--- src/rtl/capture_pkg.sv ---
// -----------------------------------------------------------------------------
// capture_pkg
// Shared definitions for the post-capture UART decoder: capture geometry and
// the state encodings of the word-walk FSM and the per-sample frame decoder.
// -----------------------------------------------------------------------------
package capture_pkg;

   localparam int CAP_WORDS   = 32;
   localparam int CAP_WORD_W  = 32;
   localparam int CAP_SAMPLES = 1024;

   // Word walk through the capture BRAM
   typedef enum logic [2:0] {
      IDLE,
      FETCH,
      WAIT,
      LOAD,
      BITS,
      DONE
   } main_state_t;

   // Frame decoder, advanced once per capture sample
   typedef enum logic [2:0] {
      HUNT,
      START,
      DATA,
      PARITY,
      STOP
   } dec_state_t;

endpackage

--- src/rtl/decode_byte_fifo.sv ---
// -----------------------------------------------------------------------------
// decode_byte_fifo
// Synchronous first-word-fall-through byte FIFO holding decoded UART bytes.
//   clk, reset_n : clock, synchronous active-low reset (pointers only)
//   push, din    : write request and byte; ignored when full unless popping
//   full         : no free entry
//   pop          : remove head; ignored when empty
//   dout         : current head, 0 while empty
//   empty        : no entry held
// -----------------------------------------------------------------------------
module decode_byte_fifo
   import capture_pkg::*;
#(
   parameter int DEPTH = 16
) (
   input  logic       clk,
   input  logic       reset_n,
   input  logic       push,
   input  logic [7:0] din,
   output logic       full,
   input  logic       pop,
   output logic [7:0] dout,
   output logic       empty
);

   localparam int AW = $clog2(DEPTH);

   logic [7:0]  mem [DEPTH];
   logic [AW:0] wr_ptr;
   logic [AW:0] rd_ptr;
   logic        do_pop;
   logic        do_push;

   // Extra pointer bit tells full from empty when the indices coincide.
   assign empty   = (wr_ptr == rd_ptr);
   assign full    = (wr_ptr[AW] != rd_ptr[AW]) && (wr_ptr[AW-1:0] == rd_ptr[AW-1:0]);
   assign do_pop  = pop && !empty;
   // A pop in the same cycle frees the slot, so a push into a full FIFO is kept.
   assign do_push = push && (!full || do_pop);
   assign dout    = empty ? 8'h00 : mem[rd_ptr[AW-1:0]];

   always_ff @(posedge clk) begin
      if (!reset_n) begin
         wr_ptr <= '0;
         rd_ptr <= '0;
      end else begin
         if (do_push) wr_ptr <= wr_ptr + 1'b1;
         if (do_pop)  rd_ptr <= rd_ptr + 1'b1;
      end
   end

   always_ff @(posedge clk) begin
      if (do_push) mem[wr_ptr[AW-1:0]] <= din;
   end

endmodule

--- src/rtl/capture_uart_decoder.sv ---
// -----------------------------------------------------------------------------
// capture_uart_decoder
// Walks a completed 1024-sample capture (32 x 32-bit BRAM words, word 0 and
// bit 0 first), decodes asynchronous serial frames from it and queues the
// bytes for the bus slave. Acknowledges the capture unit when the walk ends.
//   clk, reset_n   : clock, synchronous active-low reset
//   enable         : arms decoding from idle
//   capture_ready  : capture complete level; its rising edge starts a walk
//   capture_ack    : one-cycle pulse at the end of a walk
//   bram_raddr     : registered BRAM word address
//   bram_rdata     : BRAM data, one cycle after the address
//   byte_valid     : decoded byte available
//   byte_data      : head byte (first-word-fall-through)
//   byte_rd        : pop the head byte
//   busy           : walk in progress
//   overflow       : sticky, a decoded byte was dropped on a full FIFO
//   frame_err_cnt  : saturating stop-bit error count
//   parity_err_cnt : saturating parity error count (parity build only)
// Build option: define CAPTURE_DECODER_PARITY_EN for 8E1 frames; the default
// build decodes 8N1 and has no parity_err_cnt port.
// -----------------------------------------------------------------------------
module capture_uart_decoder
   import capture_pkg::*;
#(
   parameter int SAMPLES_PER_BIT = 8,
   parameter int FIFO_DEPTH      = 16
) (
   input  logic        clk,
   input  logic        reset_n,
   input  logic        enable,
   input  logic        capture_ready,
   output logic        capture_ack,
   output logic [4:0]  bram_raddr,
   input  logic [31:0] bram_rdata,
   output logic        byte_valid,
   output logic [7:0]  byte_data,
   input  logic        byte_rd,
   output logic        busy,
   output logic        overflow,
   output logic [7:0]  frame_err_cnt
`ifdef CAPTURE_DECODER_PARITY_EN
   ,
   output logic [7:0]  parity_err_cnt
`endif
);

   localparam int BIT_IDX_W  = $clog2(CAP_WORD_W);
   localparam int WORD_IDX_W = $clog2(CAP_SAMPLES) - BIT_IDX_W;
   localparam logic [BIT_IDX_W-1:0]  LAST_BIT  = BIT_IDX_W'(CAP_WORD_W - 1);
   localparam logic [WORD_IDX_W-1:0] LAST_WORD = WORD_IDX_W'(CAP_WORDS - 1);
   localparam logic [6:0] SPB  = 7'(SAMPLES_PER_BIT);
   localparam logic [6:0] HALF = 7'(SAMPLES_PER_BIT / 2);

   function automatic logic [7:0] sat_inc(input logic [7:0] v);
      return (v == 8'hFF) ? v : v + 8'd1;
   endfunction

   main_state_t            state;
   logic                   ready_q;
   logic [WORD_IDX_W-1:0]  word_idx;
   logic [BIT_IDX_W-1:0]   bit_idx;
   logic [CAP_WORD_W-1:0]  word_reg;
   logic                   accept;
   logic                   step;
   logic                   sample;

   dec_state_t             dstate;
   logic [6:0]             cnt;
   logic [2:0]             bit_cnt;
   logic [7:0]             shreg;
   logic                   prev;
   logic                   push;
   logic                   fifo_full;
   logic                   fifo_empty;
`ifdef CAPTURE_DECODER_PARITY_EN
   logic                   par_bad;
`endif

   assign accept = (state == IDLE) && enable && capture_ready && !ready_q;
   assign step   = (state == BITS);
   assign sample = word_reg[bit_idx];

   // Good stop bit at the stop sample point delivers the assembled byte.
`ifdef CAPTURE_DECODER_PARITY_EN
   assign push = step && (dstate == STOP) && (cnt == SPB) && sample && !par_bad;
`else
   assign push = step && (dstate == STOP) && (cnt == SPB) && sample;
`endif

   // ---- word walk: FETCH -> WAIT -> LOAD -> 32 x BITS per word ----
   always_ff @(posedge clk) begin
      if (!reset_n) begin
         state       <= IDLE;
         ready_q     <= 1'b1;   // a level already high out of reset is not a rise
         word_idx    <= '0;
         bit_idx     <= '0;
         bram_raddr  <= '0;
         busy        <= 1'b0;
         capture_ack <= 1'b0;
      end else begin
         ready_q     <= capture_ready;
         capture_ack <= 1'b0;
         case (state)
            IDLE: begin
               if (accept) begin
                  word_idx <= '0;
                  busy     <= 1'b1;
                  state    <= FETCH;
               end
            end
            FETCH: begin
               bram_raddr <= word_idx;
               state      <= WAIT;
            end
            WAIT: state <= LOAD;
            LOAD: begin
               bit_idx <= '0;
               state   <= BITS;
            end
            BITS: begin
               bit_idx <= bit_idx + 1'b1;
               if (bit_idx == LAST_BIT) begin
                  if (word_idx == LAST_WORD) begin
                     capture_ack <= 1'b1;
                     state       <= DONE;
                  end else begin
                     word_idx <= word_idx + 1'b1;
                     state    <= FETCH;
                  end
               end
            end
            DONE: begin
               busy  <= 1'b0;
               state <= IDLE;
            end
            default: state <= IDLE;
         endcase
      end
   end

   always_ff @(posedge clk) begin
      if (state == LOAD) word_reg <= bram_rdata;
   end

   // ---- frame decoder: one step per sample while walking ----
   // cnt counts samples since the last decision point; the start bit is
   // confirmed at mid-bit and every later bit is sampled a full bit apart.
   always_ff @(posedge clk) begin
      if (!reset_n || accept) begin
         dstate        <= HUNT;
         cnt           <= '0;
         bit_cnt       <= '0;
         prev          <= 1'b1;
         overflow      <= 1'b0;
         frame_err_cnt <= '0;
`ifdef CAPTURE_DECODER_PARITY_EN
         par_bad        <= 1'b0;
         parity_err_cnt <= '0;
`endif
      end else begin
         if (push && fifo_full && !byte_rd) overflow <= 1'b1;
         if (step) begin
            case (dstate)
               HUNT: begin
                  prev <= sample;
                  if (!sample && prev) begin
                     cnt    <= 7'd1;
                     dstate <= START;
                  end
               end
               START: begin
                  if (cnt == HALF) begin
                     if (!sample) begin
                        cnt     <= 7'd1;
                        bit_cnt <= '0;
                        dstate  <= DATA;
                     end else begin
                        // Too short to be a start bit: resume hunting on a high line.
                        prev   <= 1'b1;
                        dstate <= HUNT;
                     end
                  end else begin
                     cnt <= cnt + 7'd1;
                  end
               end
               DATA: begin
                  if (cnt == SPB) begin
                     shreg   <= {sample, shreg[7:1]};
                     cnt     <= 7'd1;
                     bit_cnt <= bit_cnt + 3'd1;
`ifdef CAPTURE_DECODER_PARITY_EN
                     if (bit_cnt == 3'd7) dstate <= PARITY;
`else
                     if (bit_cnt == 3'd7) dstate <= STOP;
`endif
                  end else begin
                     cnt <= cnt + 7'd1;
                  end
               end
`ifdef CAPTURE_DECODER_PARITY_EN
               PARITY: begin
                  if (cnt == SPB) begin
                     par_bad <= ^{shreg, sample};
                     cnt     <= 7'd1;
                     dstate  <= STOP;
                  end else begin
                     cnt <= cnt + 7'd1;
                  end
               end
`endif
               STOP: begin
                  if (cnt == SPB) begin
                     prev   <= sample;
                     dstate <= HUNT;
                     if (!sample) frame_err_cnt <= sat_inc(frame_err_cnt);
`ifdef CAPTURE_DECODER_PARITY_EN
                     if (par_bad) parity_err_cnt <= sat_inc(parity_err_cnt);
`endif
                  end else begin
                     cnt <= cnt + 7'd1;
                  end
               end
               default: dstate <= HUNT;
            endcase
         end
      end
   end

   decode_byte_fifo #(
      .DEPTH (FIFO_DEPTH)
   ) u_fifo (
      .clk     (clk),
      .reset_n (reset_n),
      .push    (push),
      .din     (shreg),
      .full    (fifo_full),
      .pop     (byte_rd),
      .dout    (byte_data),
      .empty   (fifo_empty)
   );

   assign byte_valid = !fifo_empty;

endmodule
--- config.mk ---
export PLATFORM = sky130hd
export DESIGN_NAME = capture_uart_decoder
export DESIGN_NICKNAME = d
export VERILOG_FILES = /design/src/rtl/capture_pkg.sv /design/src/rtl/decode_byte_fifo.sv /design/src/rtl/capture_uart_decoder.sv
export SDC_FILE = /design/constraint.sdc
export NUM_CORES = 1
export LEC_CHECK = 0
export CORE_ASPECT_RATIO = 0.7
export CORE_MARGIN = 8
export CORE_UTILIZATION = 45
export DETAILED_ROUTE_END_ITERATION = 8
export GPL_ROUTABILITY_DRIVEN = 0
export HOLD_SLACK_MARGIN = 0.05
export PLACE_DENSITY = 0.61
export SYNTH_ARGS = -nofsm -noshare
export SYNTH_HDL_FRONTEND = slang
export SYNTH_SLANG_ARGS = --single-unit
--- constraint.sdc ---
create_clock -name clk -period 5.66 [get_ports clk]
set_input_delay 1.415 -clock clk [delete_from_list [all_inputs] [get_ports clk]]
set_output_delay 1.415 -clock clk [all_outputs]
set_load 0.05 [all_outputs]
After elaboration in Yosys (flattened, before gate mapping)
Memories as Yosys holds them, arrays and structs flattened. A register that Yosys moved wholly into a read port is not among the register bits.
Cells that the tools add are included.
{"block": "word_totals", "ff_bits": 94, "ram_bits": 128, "inputBits": 37, "output_inout_bits": 25, "wordCells": 136, "n_memories": 1}
{"block": "classes", "add_sub_neg": 7, "n_lt_le_gt_ge": 1, "n_eq_ne": 29, "mux": 40, "bitwise": 3, "reduce_logical": 38}
{"name": "u_fifo.mem", "depth": 16, "width": 8, "read_ports": 1, "rd_ports_with_merged_regs": 1, "wr": 1, "line": "decode_byte_fifo.sv:28", "text": "logic [7:0] mem [DEPTH];"}
{"cell": "$mux W7", "count": 5}
{"cell": "$mux W3", "count": 11}
{"cell": "$pmux W7 S4", "count": 1}
{"cell": "$add A5 B1 Y5 const B", "count": 4}
{"cell": "$pmux W5 S2", "count": 2}
{"cell": "$reduce_and A5 Y1", "count": 4}
{"cell": "$ne A2 B2 Y1 const B", "count": 9}
{"cell": "$mux W5", "count": 3}
{"cell": "$pmux W3 S5", "count": 1}
{"cell": "$eq A3 B3 Y1 const B", "count": 4}
{"cell": "$logic_and A1 B1 Y1", "count": 12}
{"cell": "$pmux W3 S4", "count": 1}
{"cell": "$eq A5 B5 Y1 const B", "count": 2}
{"cell": "$eq A3 B2 Y1 const B", "count": 3}
{"cell": "$add A8 B1 Y8 const B", "count": 1}
{"cell": "$eq A8 B8 Y1 const B", "count": 1}
{"cell": "$mux W1", "count": 8}
{"cell": "$mux W4", "count": 2}
{"cell": "$mux W8", "count": 1}
{"cell": "$reduce_and A4 Y1", "count": 2}
{"cell": "$reduce_bool A2 Y1", "count": 4}
{"cell": "$add A7 B1 Y7 const B", "count": 1}
{"cell": "$eq A7 B3 Y1 const B", "count": 1}
{"cell": "$eq A7 B4 Y1 const B", "count": 1}
{"cell": "22 further kinds", "count": 34}

Longest topological paths before layout
{"block": "depth", "word_depth": 7, "ltp_mapped": 10, "ltp_nobuf": 9}

Hierarchy
From an unflattened synthesis, not the netlist that was laid out.
{"block": "hier_totals", "cells_unflattened": 655, "area_unflattened_um2": 9510.4}
{"module": "decode_byte_fifo", "instances": 1, "cells_per_inst": 292, "area_each_um2": 5630.4, "seq_area_each_um2": 4124.0}
{"module": "capture_uart_decoder", "instances": 1, "cells_per_inst": 363, "area_each_um2": 3880.0, "seq_area_each_um2": 2082.0}

Worst setup path after synthesis
OpenSTA, ideal clock, no wires.
{"block": "synth_timing", "kind": "reg-to-output", "startpoint": "register (tool-made name)", "endpoint": "output byte_data[0]", "arrival_time_ps": 2112, "required_time_ps": 4245, "slack_ps": 2133, "stages_incl_launch_ff": 6, "n_path_buf": 2, "path_cell_list": "dfxtp_1 clkbuf_1 buf_2 mux4_2 mux4_2 and2_1"}
{"item": "end: declaration", "line": "capture_uart_decoder.sv:36", "text": "output logic [7:0] byte_data,"}

==> results by group <==
Synth
  • Dominant synthesized flop cell: edfxtp_1
  • Count of flip-flops with a built-in enable after synthesis: 168
  • Synthesized Nets: 699
  • Ys Warns: 0
  • Post-Syn Area per Cell: 14.9 sq um
  • Synth Instances: 648
  • Sequential share of the synthesized area: 64.4%
  • Synth Cell Area: 9640 sq um
  • Netlist cell types: 62
  • Yosys reg bits: 226
  • Async SR Flop Fraction: 0%

Die
  • Starting density of the core: 46.2%
  • Core Region: 20900 sq um
  • Die width: 191 um
  • Chip height: 138 um
  • Io pins: 62
  • Die ar.: 26400 sq um
  • Site Rows: 44

Final layout
  • FILL cells: 1671
  • Storage cell area: 6210 sq um
  • N_diodes: 0
  • Most frequent cells in the layout: edfxtp_1 (168), clkdlybuf4s50_1 (61), dfxtp_1 (57)
  • Commonest non-fill, non-tap cell in the layout: edfxtp_1
  • Multi-input gate area: 3250 sq um
  • Max reg flops: 128
  • Final #Nets: 757
  • Layout cell share with drive strength beyond 1: 13.0%
  • Syn-to-layout area delta: 16.7%
  • Finished Cell Area: 11200 sq um

Power
  • Internal: 2.68 mW
  • Static Leak: 3.68 nW
  • Flop pwr share: 53.5%
  • Combinational share of power: 1.7%
  • Power Total: 3.30 mW
  • Switching Fraction: 18.9%
  • Peak VDD IR: 0.174 mV
  • NetSw: 625 uW
  • Pwr dens: 293 nW/um^2
  • Clk pwr share: 44.8%

Critical path
  • R2R cell count: 5
  • Crit-path slowest cell: dfxtp_2
  • R2R setup slack: 1920 ps
  • Arrival @ worst endpoint: 3440 ps
  • Worst Path Required: 4240 ps
  • Startpoint types: flop
  • Setup CP Type: reg2out
  • Worst-path maximum fanout: 17
  • CP dominant cell by count: mux4_2
  • CP max stage delay: 770 ps
  • Cell Chain, Critical Path: buf_12 -> mux4_2 -> mux4_2 -> and2_1 -> clkdlybuf4s50_1
  • CP endpoint kind: output port

CTS
  • CTS Hold Buffers Added: 0
  • CTS buffer count: 22
  • Sink Count: 226
  • Post-CTS setup repair buffer count: 0
  • Clock transition at path regs: 60 ps
  • Clock tree buffer depth: 3
  • H-tree Lvls: 1
  • CTS tree: built
  • Clock Tree Root: clkbuf_16
  • Post-CTS Resized: 0
  • Clock network latency to the later pin of the worst-skew pair: 500 ps

STA
  • Setup TNS: 0 ps
  • Worst slew margin: 25.0%
  • Final WS setup: 802 ps
  • Max-slew violations: 0
  • Fmax: 0.206 GHz
  • Hold WS: 456 ps
  • Fin. Hold Viols: 0
  • Final min period: 4860 ps
  • Worst clock skew: 14.3 ps
  • RSZ-0062 raised after global routing: false
  • Final Cycle Share: 85.8%
  • Endpoints failing setup: 0
  • Least-Margin Pin Slew: 1120 ps

Flow run
  • Max_cap viols: 0

Placement
  • IO Port Bufs: 61
  • Placed Area: 10500 sq um
  • HPWL after DPL: 13700 um
  • Post-place setup slack: 1260 ps

Routing
  • Final WL: 20400 um
  • Drt pass-1 iters: 5
  • Iter 0 DRT Violations: 503
  • Via density per instance: 5.67
  • Detail Route Antenna Nets: 0
  • Routed len/inst: 20.4 um
  • Drt drc: 0
  • Vias: 5657

GRT
  • GRT Total Usage: 15.3%
  • Initial antenna violation count: 0
  • Vias in the first global route: 5619
  • Largest net degree at the start of global routing: 39
  • First-pass GRT wire length: 32300 um
  • Residual overflow from global routing: 0

Worst hold path
  • Hold Crit Class: reg2reg
  • Hold depth: 2

Outcome
  • Status: completed
## cell families (layout without fill, tap and decap cells)
group / Yosys count / after routing / share of synthesized area, %
AOI/OAI and AO/OA: 85 / 85 / 6.15
xor gates and xnor gates: 12 / 12 / 1.09
adders and majority gates: 14 / 14 / 1.82
buffers and inverters: 44 / 118 / 2.00
DFF: 226 / 226 / 64.4
muxes: 71 / 71 / 12.6
and+or+nand+nor: 196 / 196 / 12.0
## power by group through the flow
stage | registers [mW] | logic (mW) | clock network, mW
floorplan | 1.80 | 0.0218 | 0
global placement | 1.80 | 0.0544 | 0
detailed placement | 1.80 | 0.0556 | 0
CTS | 1.77 | 0.0561 | 1.51
global route | 1.77 | 0.0598 | 1.58
finish | 1.77 | 0.0553 | 1.48
## per-layer routing
layer / wire length, um / GRT usage, % / vias to the layer above
met5: 0 / 0 / -
met4: 380 / 3.30 / 0
met3: 953 / 2.49 / 25
met2: 9220 / 23.0 / 144
met1: 9820 / 22.9 / 2832
li1: - / - / 2656
## path summary, 6_finish.rpt
| path | start | end |
|---|---|---|
| max | flop | byte_data[6] |
| min | overflow | overflow |
| max reg2reg | bit_idx[1] | u_fifo.mem[10][5] |
| min reg2reg | overflow | overflow |
## Yosys cell counts, drive strengths merged (3+ instances only)
| library cell | instances | share of area, % |
|---|---|---|
| a211oi | 3 | 0.29 |
| a21boi | 4 | 0.31 |
| a21oi | 20 | 1.0 |
| a22oi | 6 | 0.47 |
| a31oi | 4 | 0.42 |
| and2 | 16 | 1.0 |
| and3 | 26 | 1.7 |
| buf | 16 | 0.91 |
| clkbuf | 17 | 0.66 |
| dfxtp | 58 | 12 |
| edfxtp | 168 | 52 |
| ha | 14 | 1.8 |
| inv | 11 | 0.43 |
| mux2i | 31 | 3.2 |
| mux4 | 40 | 9.3 |
| nand2 | 27 | 1.1 |
| nand2b | 17 | 1.2 |
| nand3 | 20 | 1.1 |
| nand3b | 3 | 0.23 |
| nand4 | 12 | 0.93 |
| nor2 | 23 | 0.90 |
| nor2b | 18 | 1.2 |
| nor3 | 8 | 0.42 |
| nor3b | 5 | 0.56 |
| nor4 | 5 | 0.32 |
| o2111ai | 3 | 0.27 |
| o211ai | 3 | 0.23 |
| o21ai | 17 | 0.88 |
| o22ai | 3 | 0.19 |
| o31ai | 9 | 0.70 |
| or4 | 7 | 0.55 |
| xnor2 | 3 | 0.27 |
| xor2 | 9 | 0.82 |
## critical path, delay by kind of cell (launching register included)
kind                   cells  cell delay, ps
multiplexers               2            1000
buffers and inverters      2             970
flip-flops                 1             770
AND/OR/NAND/NOR            1             200
## through the flow
step	utilization, %	cells
after floorplan	-	648
after global placement	50.4	958
after detailed placement	50.4	958
after CTS	53.9	998
after global routing	53.9	998
final	53.9	998
## final cells by class
| type | instances | share of cell area (%) |
|---|---|---|
| repair buffers | 67 | 5.94 |
| multi-input cells | 378 | 28.9 |
| clock buffers | 27 | 5.25 |
| clock inverters | 13 | 1.28 |
| inverters | 11 | 0.367 |
| flip-flops and latches | 226 | 55.2 |
| well taps | 276 | 3.07 |
(Power assumes the default switching activity.)
